<file path="src/rtl/uart_pkg.sv">
// Shared UART definitions used by both the receive and transmit sides.
package uart_pkg;

  localparam int UART_DATA_BITS = 8;

  typedef enum logic [2:0] {
    IDLE,
    START,
    DATA,
    STOP,
    WAIT_IDLE
  } rx_state_t;

  // Clock cycles per bit period (integer division, truncating).
  function automatic int baud_div(input int clkrate, input int baudrate);
    return clkrate / baudrate;
  endfunction

endpackage

</file>
<file path="src/rtl/uart_sync2.sv">
// Generic two-flop synchronizer for a single asynchronous input.
// RST_VAL sets the value both flops take during reset (idle level of the line).
module uart_sync2 #(
  parameter logic RST_VAL = 1'b1
) (
  input  logic i_clk,
  input  logic i_rst_n,
  input  logic i_d,
  output logic o_q
);

  logic r_meta;
  logic r_q;

  // Two-stage capture; the first stage may go metastable, the second settles it.
  always_ff @(posedge i_clk) begin
    if (!i_rst_n) begin
      r_meta <= RST_VAL;
      r_q    <= RST_VAL;
    end else begin
      r_meta <= i_d;
      r_q    <= r_meta;
    end
  end

  assign o_q = r_q;

endmodule

</file>
<file path="src/rtl/uart_rx_8n1.sv">
// 8N1 UART receiver: synchronizes the RX pin, validates the start bit at
// mid-bit, shifts in eight data bits LSB first and checks the stop bit.
//
// state     | meaning
// ----------+--------------------------------------------------------------
// IDLE      | line idle, waiting for the synchronized line to go low
// START     | counting to mid start bit; a high sample there is a glitch
// DATA      | sampling one data bit every full bit period
// STOP      | sampling the stop bit; high -> byte out, low -> framing error
// WAIT_IDLE | after a framing error, wait for the line to return high
module uart_rx_8n1
  import uart_pkg::*;
#(
  parameter int BAUDRATE = 9600,
  parameter int CLKRATE  = 25000000
) (
  input  logic                      i_clk,
  input  logic                      i_rst_n,
  input  logic                      i_rx,
  output logic [UART_DATA_BITS-1:0] o_rxbyte,
  output logic                      o_rxvalid,
  output logic                      o_framing_err,
  output logic                      o_busy
);

  localparam int BAUD_DIV = baud_div(CLKRATE, BAUDRATE);
  localparam int HALF     = BAUD_DIV / 2;
  localparam int BW       = $clog2(BAUD_DIV);

  localparam logic [BW-1:0] C_HALF_M1 = BW'(HALF - 1);
  localparam logic [BW-1:0] C_FULL_M1 = BW'(BAUD_DIV - 1);
  localparam logic [2:0]    C_LAST_BIT = 3'(UART_DATA_BITS - 1);

  rx_state_t r_state;
  rx_state_t w_state_nxt;

  logic                      w_rx_s;
  logic [BW-1:0]             r_baud_cnt;
  logic [2:0]                r_bit_cnt;
  logic [UART_DATA_BITS-1:0] r_shift;
  logic [UART_DATA_BITS-1:0] r_rxbyte;
  logic                      r_rxvalid;
  logic                      r_framing_err;

  logic w_baud_clr;
  logic w_bit_clr;
  logic w_bit_inc;
  logic w_shift_en;
  logic w_load_byte;
  logic w_ferr;

  uart_sync2 #(
    .RST_VAL (1'b1)
  ) u_sync_rx (
    .i_clk   (i_clk),
    .i_rst_n (i_rst_n),
    .i_d     (i_rx),
    .o_q     (w_rx_s)
  );

  // State register.
  always_ff @(posedge i_clk) begin
    if (!i_rst_n) begin
      r_state <= IDLE;
    end else begin
      r_state <= w_state_nxt;
    end
  end

  // Next-state decode and datapath control strobes.
  always_comb begin
    w_state_nxt = r_state;
    w_baud_clr  = 1'b0;
    w_bit_clr   = 1'b0;
    w_bit_inc   = 1'b0;
    w_shift_en  = 1'b0;
    w_load_byte = 1'b0;
    w_ferr      = 1'b0;
    unique case (r_state)
      IDLE: begin
        if (!w_rx_s) begin
          w_state_nxt = START;
          w_baud_clr  = 1'b1;
        end
      end
      START: begin
        if (r_baud_cnt == C_HALF_M1) begin
          w_baud_clr = 1'b1;
          if (!w_rx_s) begin
            w_state_nxt = DATA;
            w_bit_clr   = 1'b1;
          end else begin
            w_state_nxt = IDLE;
          end
        end
      end
      DATA: begin
        if (r_baud_cnt == C_FULL_M1) begin
          w_baud_clr = 1'b1;
          w_shift_en = 1'b1;
          if (r_bit_cnt == C_LAST_BIT) begin
            w_state_nxt = STOP;
          end else begin
            w_bit_inc = 1'b1;
          end
        end
      end
      STOP: begin
        if (r_baud_cnt == C_FULL_M1) begin
          w_baud_clr = 1'b1;
          if (w_rx_s) begin
            w_load_byte = 1'b1;
            w_state_nxt = IDLE;
          end else begin
            w_ferr      = 1'b1;
            w_state_nxt = WAIT_IDLE;
          end
        end
      end
      WAIT_IDLE: begin
        if (w_rx_s) begin
          w_state_nxt = IDLE;
          w_baud_clr  = 1'b1;
        end
      end
      default: begin
        w_state_nxt = IDLE;
        w_baud_clr  = 1'b1;
      end
    endcase
  end

  // Bit-period counter; parked at zero while the line is not being timed.
  always_ff @(posedge i_clk) begin
    if (!i_rst_n) begin
      r_baud_cnt <= '0;
    end else if (w_baud_clr || r_state == IDLE || r_state == WAIT_IDLE) begin
      r_baud_cnt <= '0;
    end else begin
      r_baud_cnt <= r_baud_cnt + 1'b1;
    end
  end

  // Data bit index and LSB-first shift register.
  always_ff @(posedge i_clk) begin
    if (!i_rst_n) begin
      r_bit_cnt <= '0;
      r_shift   <= '0;
    end else begin
      if (w_bit_clr) begin
        r_bit_cnt <= '0;
      end else if (w_bit_inc) begin
        r_bit_cnt <= r_bit_cnt + 3'd1;
      end
      if (w_shift_en) begin
        r_shift[r_bit_cnt] <= w_rx_s;
      end
    end
  end

  // Registered outputs: byte holds between frames, strobes last one cycle.
  always_ff @(posedge i_clk) begin
    if (!i_rst_n) begin
      r_rxbyte      <= '0;
      r_rxvalid     <= 1'b0;
      r_framing_err <= 1'b0;
    end else begin
      r_rxvalid     <= w_load_byte;
      r_framing_err <= w_ferr;
      if (w_load_byte) begin
        r_rxbyte <= r_shift;
      end
    end
  end

  assign o_rxbyte      = r_rxbyte;
  assign o_rxvalid     = r_rxvalid;
  assign o_framing_err = r_framing_err;
  assign o_busy        = (r_state != IDLE);

endmodule

</file>
<file path="config.mk">
export PLATFORM = sky130hd
export DESIGN_NAME = uart_rx_8n1
export DESIGN_NICKNAME = d
export VERILOG_FILES = /design/src/rtl/uart_pkg.sv /design/src/rtl/uart_sync2.sv /design/src/rtl/uart_rx_8n1.sv
export SDC_FILE = /design/constraint.sdc
export NUM_CORES = 1
export LEC_CHECK = 0
export CORE_MARGIN = 1
export CORE_UTILIZATION = 35
export DETAILED_ROUTE_END_ITERATION = 10
export GPL_TIMING_DRIVEN = 0
export HOLD_SLACK_MARGIN = 0.05
export SLEW_MARGIN = 20
export SYNTH_ARGS = -nofsm -noshare
export SYNTH_HDL_FRONTEND = slang
export SYNTH_HIERARCHICAL = 1
export SYNTH_SLANG_ARGS = --single-unit
export TNS_END_PERCENT = 5
</file>
<file path="constraint.sdc">
create_clock -name i_clk -period 5.6 [get_ports i_clk]
set_clock_uncertainty 0.1 [all_clocks]
set_input_delay 0.84 -clock i_clk [delete_from_list [all_inputs] [get_ports i_clk]]
set_output_delay 0.84 -clock i_clk [all_outputs]
set_load 0.01 [all_outputs]
</file>
== Yosys cells after proc, flatten, opt, wreduce, memory -nomap -nowiden ==
Cells that the tools add are included.

* Add/sub/neg operators: 2
* Mux-type cells: 25
* Reductions and logical operators: 10
* Eq/ne operators: 13
* Bitwise logic cells: 1
* Order comparisons: 2

{| class="wikitable"
|+ Operator list
! operator !! number
|-
| 2-to-1 mux 3 bit || 7
|-
| case mux 3 bit (5 select lines) || 1
|-
| 2-to-1 mux 1 bit || 13
|-
| adder 12 x 1 -> 12 bit, second input constant || 1
|-
| equality test 12 x 11 -> 1 bit, second input constant || 1
|-
| equality test 12 bit, second input constant || 1
|-
| inequality test 2 bit, second input constant || 5
|-
| bitwise mux 8 bit || 1
|-
| equality test 3 x 2 -> 1 bit, second input constant || 2
|-
| equality test 3 bit, second input constant || 2
|-
| AND reduction 6 bit || 1
|-
| OR reduction 2 bit || 3
|-
| less-than comparator 3 x 4 -> 1 bit, second input constant || 1
|-
| case mux 1 bit (4 select lines) || 1
|-
| adder 3 x 1 -> 3 bit, second input constant || 1
|-
| demux 1 bit (select 3 bit) || 1
|-
| equality test 3 x 1 -> 1 bit, second input constant || 1
|-
| greater-or-equal comparator 3 x 1 -> 1 bit, second input constant || 1
|-
| zero test 3 bit || 1
|-
| AND reduction 3 bit || 1
|-
| nonzero test 3 bit || 1
|-
| logical OR 1 bit || 2
|-
| 2-to-1 mux 2 bit || 1
|-
| inequality test 2 x 1 -> 1 bit, second input constant || 1
|-
| other kinds (2) || 2
|}

* Output and inout port bits: 11
* Flip-flop bits (word level): 38
* Word-level logic and storage cells: 62
* Bits of input ports: 3

== Longest topological paths before layout ==
Gate-level depths: netlist of the first run.

* Depth in word-level cells: 6
* Gate-level depth with buffers: 7
* Gate-level depth less buffers: 6

== Modules after synthesis ==
The synthesis of the first run kept the hierarchy.

{| class="wikitable"
|+ By module, submodules not included
! module !! cells an instance !! seq. area each (um^2) !! area an instance (um^2) !! instances
|-
| uart_rx_8n1 || 201 || 720.7 || 1788.0 || 1
|-
| uart_sync2 || 4 || 40.0 || 52.6 || 1
|}

== Worst setup path after synthesis of the first run ==
OpenSTA, ideal clock, no wires.

* Path type: register to register
* Start point: register r_baud_cnt[0]
* End point: register r_rxbyte[6], in the netlist o_rxbyte[6]
* Path buffers: 1
* Clock period less this slack: 1.901 ns
* Stages on the path, launching flop included: 7
* Data required time: 5.428 ns
* Arrival: 1.730 ns
* Setup time: 0.072 ns
* Path slack: 3.699 ns
* Path through: dfxtp_1 -> ha_1 -> or4bb_1 -> nor4_1 -> and3_1 -> buf_6 -> mux2i_1

* Word-level cells in the longest chain between the ends: 3

{| class="wikitable"
|+ Ends and longest elaborated chain
! item !! line !! text
|-
| start: declaration || uart_rx_8n1.sv:38 || <nowiki>logic [BW-1:0] r_baud_cnt;</nowiki>
|-
| start signal: assignment || uart_rx_8n1.sv:140 || <nowiki>r_baud_cnt <= r_baud_cnt + 1'b1;</nowiki>
|-
| equality test 12 bit || uart_rx_8n1.sv:109 || <nowiki>if (r_baud_cnt == C_FULL_M1) begin</nowiki>
|-
| 2-to-1 mux 1 bit || uart_rx_8n1.sv:109 ||
|-
| 2-to-1 mux 1 bit || uart_rx_8n1.sv:79 || <nowiki>unique case (r_state)</nowiki>
|-
| end signal: assignment || uart_rx_8n1.sv:171 || <nowiki>r_rxbyte <= r_shift;</nowiki>
|-
| end: declaration || uart_rx_8n1.sv:41 || <nowiki>logic [UART_DATA_BITS-1:0] r_rxbyte;</nowiki>
|}

No other way between the ends.
A chain may end at the register's enable or synchronous reset.

== Final worst setup path of the first run ==
* Start point: register r_state[2]
* End point: output port o_busy

* Word-level cells in the longest chain between the ends: 1

{| class="wikitable"
|+ Ends and longest elaborated chain
! item !! line !! text
|-
| start: declaration || uart_rx_8n1.sv:34 || <nowiki>rx_state_t r_state;</nowiki>
|-
| start signal: assignment || uart_rx_8n1.sv:66 || <nowiki>r_state <= w_state_nxt;</nowiki>
|-
| nonzero test 3 bit || uart_rx_8n1.sv:179 || <nowiki>assign o_busy = (r_state != IDLE);</nowiki>
|-
| end: declaration || uart_rx_8n1.sv:23 || <nowiki>output logic o_busy</nowiki>
|}

No other way between the ends.

==> summary by stage, run 1 <==
Clocking
The clock sink count is 38. The register clock-pin slew on the reported worst setup and hold paths is about 70 ps. The number of clock buffers added by TritonCTS is 5. The clock latency on the worst-skew pair is slightly below 300 ps. CTS built an H-tree with a depth of 2. No sink is reached through more buffers than the 2 on the longest clock path. The number of buffers added to fix hold violations after cts is 0. Post-CTS repair changed the size of 0 cells.

The number of post-CTS setup repair buffers is 0. TritonCTS built the clock tree. The CTS root buffer is clkbuf_8.

GRT
The via count of the first global-routing pass is ~1,400. The initial antenna violation count came to 0. The largest net degree at the start of global routing is 12.

The leftover overflow at the end of global routing is 0. The aggregate global-route resource usage is 0.1545. The first global-routing pass estimated roughly 6400 um of wire.

Timing
The fmax is between 300 and 400 MHz. The slew at the pin closest to its max-slew limit is between 400 and 500 ps. The worst-case headroom to the max-slew limit is 0.6741. The final critical path time including I/O delays and setup is around 2600 ps. The count of final max-slew check failures is 0. Setup repair after global routing left no endpoint under its margin.

The setup TNS is 0 ps. The number of failing setup endpoints in the final timing report is 0. The period utilization is 0.4690. The final hold violation count is 0.

Critical path
The critical path in this run is classified as flop to primary output. Along the worst path, the maximum fanout reaches 10. The end point of the critical path is o_busy. Walking the worst path, the cells encountered are clkbuf_1, or3_1, clkdlybuf4s50_1.

The worst-path cell with the longest stage delay is clkdlybuf4s50_1. On the worst path, the slowest cell contributes a delay of about 480 ps. The number of cells traversed by the worst register-to-register path is 6.

The capture instance of the worst register-to-register path is r_baud_cnt[6]$_SDFF_PP0_. The setup slack of the worst register-to-register path is 3410 ps. The worst setup path is captured at a primary output. At the worst endpoint, the required time is roughly 4700 ps. The worst reg2reg path startpoint is r_baud_cnt[0]$_SDFF_PP0_. The critical path launch point type is a flop. Data arrives at the worst endpoint at approximately 1700 ps.

The critical path startpoint is r_state[2]$_SDFFE_PN0P_.

Logic synthesis
The synthesized design contains 0 enable-type register cells. The synthesized instance count is 205. The unique cell type count in the Yosys netlist is 45. Of the post-synthesis cell area, the dominant cell type holds 0.4133.

After synthesis, the mean cell area works out to roughly 9 sq um. The async set-reset flop share out of synthesis is 0. The mapped netlist covers 1841 sq um. The cell type with the highest aggregate area in the netlist is dfxtp_1. For this run, the register share of the synthesized area comes to 0.4133. By area the synthesized netlist is led by dfxtp_1, mux2i_1, nand2_1, nor2_1, xnor2_1. For this run, the leading register cell type out of synthesis is dfxtp_1.

The post-synth net total is 212. After synthesis the netlist holds a flip-flop and latch count of 38. The number of warnings printed during yosys synthesis is 6.

Die
The placeable core area is 5075 sq um. The starting density of the core is 0.3627. The die width is roughly 75 um. The row count is 26. The floorplan step defined a die boundary enclosing roughly 5600 sq um. 14 I/O pins were placed. The floorplan die height is about 75 um.

Hold path
The min-delay analysis places its worst path in the category flop to flop.

Run
The number of max-capacitance violations reported is 0.

Detailed routing
The total wire length is between 3000 and 4000 um. The number of DRC violations after detailed-routing iteration 0 is 89. The number of antenna-violating nets in the routed design is 0. The number of vias per cell after detailed routing is between 5 and 6. The remaining routing DRC violations is 0. The routed layout has around 1,500 vias. For this run, the detailed router's first-pass iteration total came to 4. The average wire per standard cell is 12.55 um.

Power
Power spread over the standard cell area amounts to ~220 nW/um^2. The largest vdd supply drop is 0.1105 mV. The leakage power is slightly below 0.7 nW.

Cells and area
The number of fillers in the final layout is approximately 540. The post-layout net count is roughly 230. 0 antenna diodes ended up in the layout.

In the final layout, the share of cells above drive strength 1 is 0.07080. Relative to the synthesized area, the layout overhead comes to 16.79%. The final core area utilization is 0.4236.

Run status
The flow ran to the end, and the final reports show no timing, DRC or antenna violations.

Place
The port buffer count is 13. Routability-driven placement finished with a final weighted congestion of about 0.83. Detailed placement finished with a half-perimeter wire length of around 2600 um.
-- flip-flops by register name, summed over array words and instances (netlist names) --
name              count
r_baud_cnt           12
u_sync_rx/r_meta      1
o_rxvalid             1
r_bit_cnt             3
o_rxbyte              8
r_state               3
o_framing_err         1
r_shift               8
u_sync_rx/o_q         1
-- routing by layer --
layer / vias to the layer above / GRT usage / part of all wire
met5: - / 0 / 0
met2: 30 / 0.2342 / 0.45
met3: 4 / 0.05285 / 0.038
li1: 769 / - / -
met4: 0 / 0.05031 / 0.0097
met1: 701 / 0.2054 / 0.51
-- kinds of logic after synthesis --
kind of cell    after synthesis  synth area share
compound gates               28           0.09314
xor+xnor                     10           0.04758
fa+ha+maj                     4           0.02719
buf+inv                      18           0.04350
flops                        38            0.4133
mux                          11           0.05983
simple gates                 96            0.3154
-- cells in the mapped netlist (all sizes together), types with 3 or more instances --
master and count:
a21oi 10, and2 3, buf 4, clkbuf 8
dfxtp 38, ha 4, inv 5, mux2i 11
nand2 23, nand2b 5, nand3 8, nand4 6
nand4b 3, nor2 19, nor3 3, nor4 3
nor4bb 3, o21ai 8, o31ai 3, or4b 3
xnor2 6, xor2 4
-- cell type report --
| cell class | count | area, sq um | share of cell area |
|---|---|---|---|
| flip-flops and latches | 38 | 760.7 | 0.3539 |
| inverters | 6 | 22.52 | 0.01048 |
| plain buffers | 12 | 57.56 | 0.02678 |
| repair buffers | 13 | 130.1 | 0.06054 |
| well taps | 70 | 87.58 | 0.04075 |
| clock buffers | 7 | 86.33 | 0.04016 |
| clock inverters | 1 | 5.005 | 0.002328 |
| multi-input cells | 149 | 999.7 | 0.4651 |
-- stage by stage --
stage | cells | worst slack [ps] | hold slack, ps | power (mW) | cell area [sq um]
6_report | 296 | 2974 | 305.8 | 0.4814 | 2150
5_1_grt | 296 | 2878 | 346.2 | 0.5064 | 2150
4_1_cts | 296 | 2955 | 308.0 | 0.4883 | 2150
3_5_place_dp | 288 | 2988 | 291.7 | 0.2955 | 2058
3_3_place_gp | 288 | 2961 | 294.0 | 0.2956 | 2058
2_1_floorplan | 205 | 3699 | 286.3 | 0.2885 | 1841
-- cells in the final DEF (no fill, tap or decap), types with 2 or more instances in the layout --
cell	instances
a21oi_1	10
a31oi_1	2
and2_1	3
and3b_1	2
and4_1	2
clkbuf_1	9
clkbuf_8	6
clkdlybuf4s50_1	13
dfxtp_1	38
ha_1	4
inv_1	5
mux2i_1	11
nand2_1	23
nand2b_1	5
nand3_1	8
nand4_1	6
nand4b_1	3
nor2_1	19
nor2b_1	2
nor3_1	3
nor3b_1	2
nor4_1	2
nor4bb_1	3
o21ai_0	8
o31ai_1	3
or3b_2	2
or4b_1	2
or4bb_1	2
xnor2_1	6
xor2_1	4
-- power breakdown --
part           switching (mW)  total [mW]  leakage [nW]  internal [mW]
registers            0.000890       0.272         0.307          0.272
logic                  0.0111      0.0169         0.335        0.00573
clock network          0.0928       0.192        0.0482         0.0993
total                   0.105       0.481         0.690          0.377
-- worst max-delay path: cells and delay by family, from the launching register on --
| kind | cells | cell delay (ps) |
|---|---|---|
| DFF | 1 | 320 |
| buffers and inverters | 2 | 680 |
| and+or+nand+nor | 1 | 400 |
-- worst min path at each step --
| stage | startpoint | to | slack [ps] | depth (start not counted) |
|---|---|---|---|---|
| after global placement | u_sync_rx/r_meta$_SDFF_PN1_ | u_sync_rx/o_q$_SDFF_PN1_ | 290 | 1 |
| after detailed placement | u_sync_rx/r_meta$_SDFF_PN1_ | u_sync_rx/o_q$_SDFF_PN1_ | 290 | 1 |
| after global routing | u_sync_rx/r_meta$_SDFF_PN1_ | u_sync_rx/o_q$_SDFF_PN1_ | 350 | 1 |
| after CTS | u_sync_rx/r_meta$_SDFF_PN1_ | u_sync_rx/o_q$_SDFF_PN1_ | 310 | 1 |
| after floorplan | u_sync_rx/r_meta$_SDFF_PN1_ | u_sync_rx/o_q$_SDFF_PN1_ | 290 | 1 |
| final | u_sync_rx/r_meta$_SDFF_PN1_ | u_sync_rx/o_q$_SDFF_PN1_ | 310 | 1 |
(Power assumes the default switching activity.)
==> inputs of run 2 (changes only) <==
==> constraint.sdc (replaced) <==
create_clock -name i_clk -period 2.6 [get_ports i_clk]
set_clock_uncertainty 0.1 [all_clocks]
set_input_delay 0.39 -clock i_clk [delete_from_list [all_inputs] [get_ports i_clk]]
set_output_delay 0.39 -clock i_clk [all_outputs]
set_load 0.01 [all_outputs]
==> results of run 2 <==
The final DEF is identical to that of run 1. Status: finished clean.
Main changes from that run: setup slack after placement 2988 ps -> 390.1 ps; setup slack after layout 2974 ps -> 407.8 ps; start point of the critical path r_state[2]$_SDFFE_PN0P_ -> r_baud_cnt[0]$_SDFF_PP0_; end point of the critical path o_busy -> r_baud_cnt[6]$_SDFF_PP0_; register-to-register setup slack 3410 ps -> 410 ps; total power 0.4814 mW -> 1.037 mW; worst IR drop on VDD 0.1105 mV -> 0.2381 mV
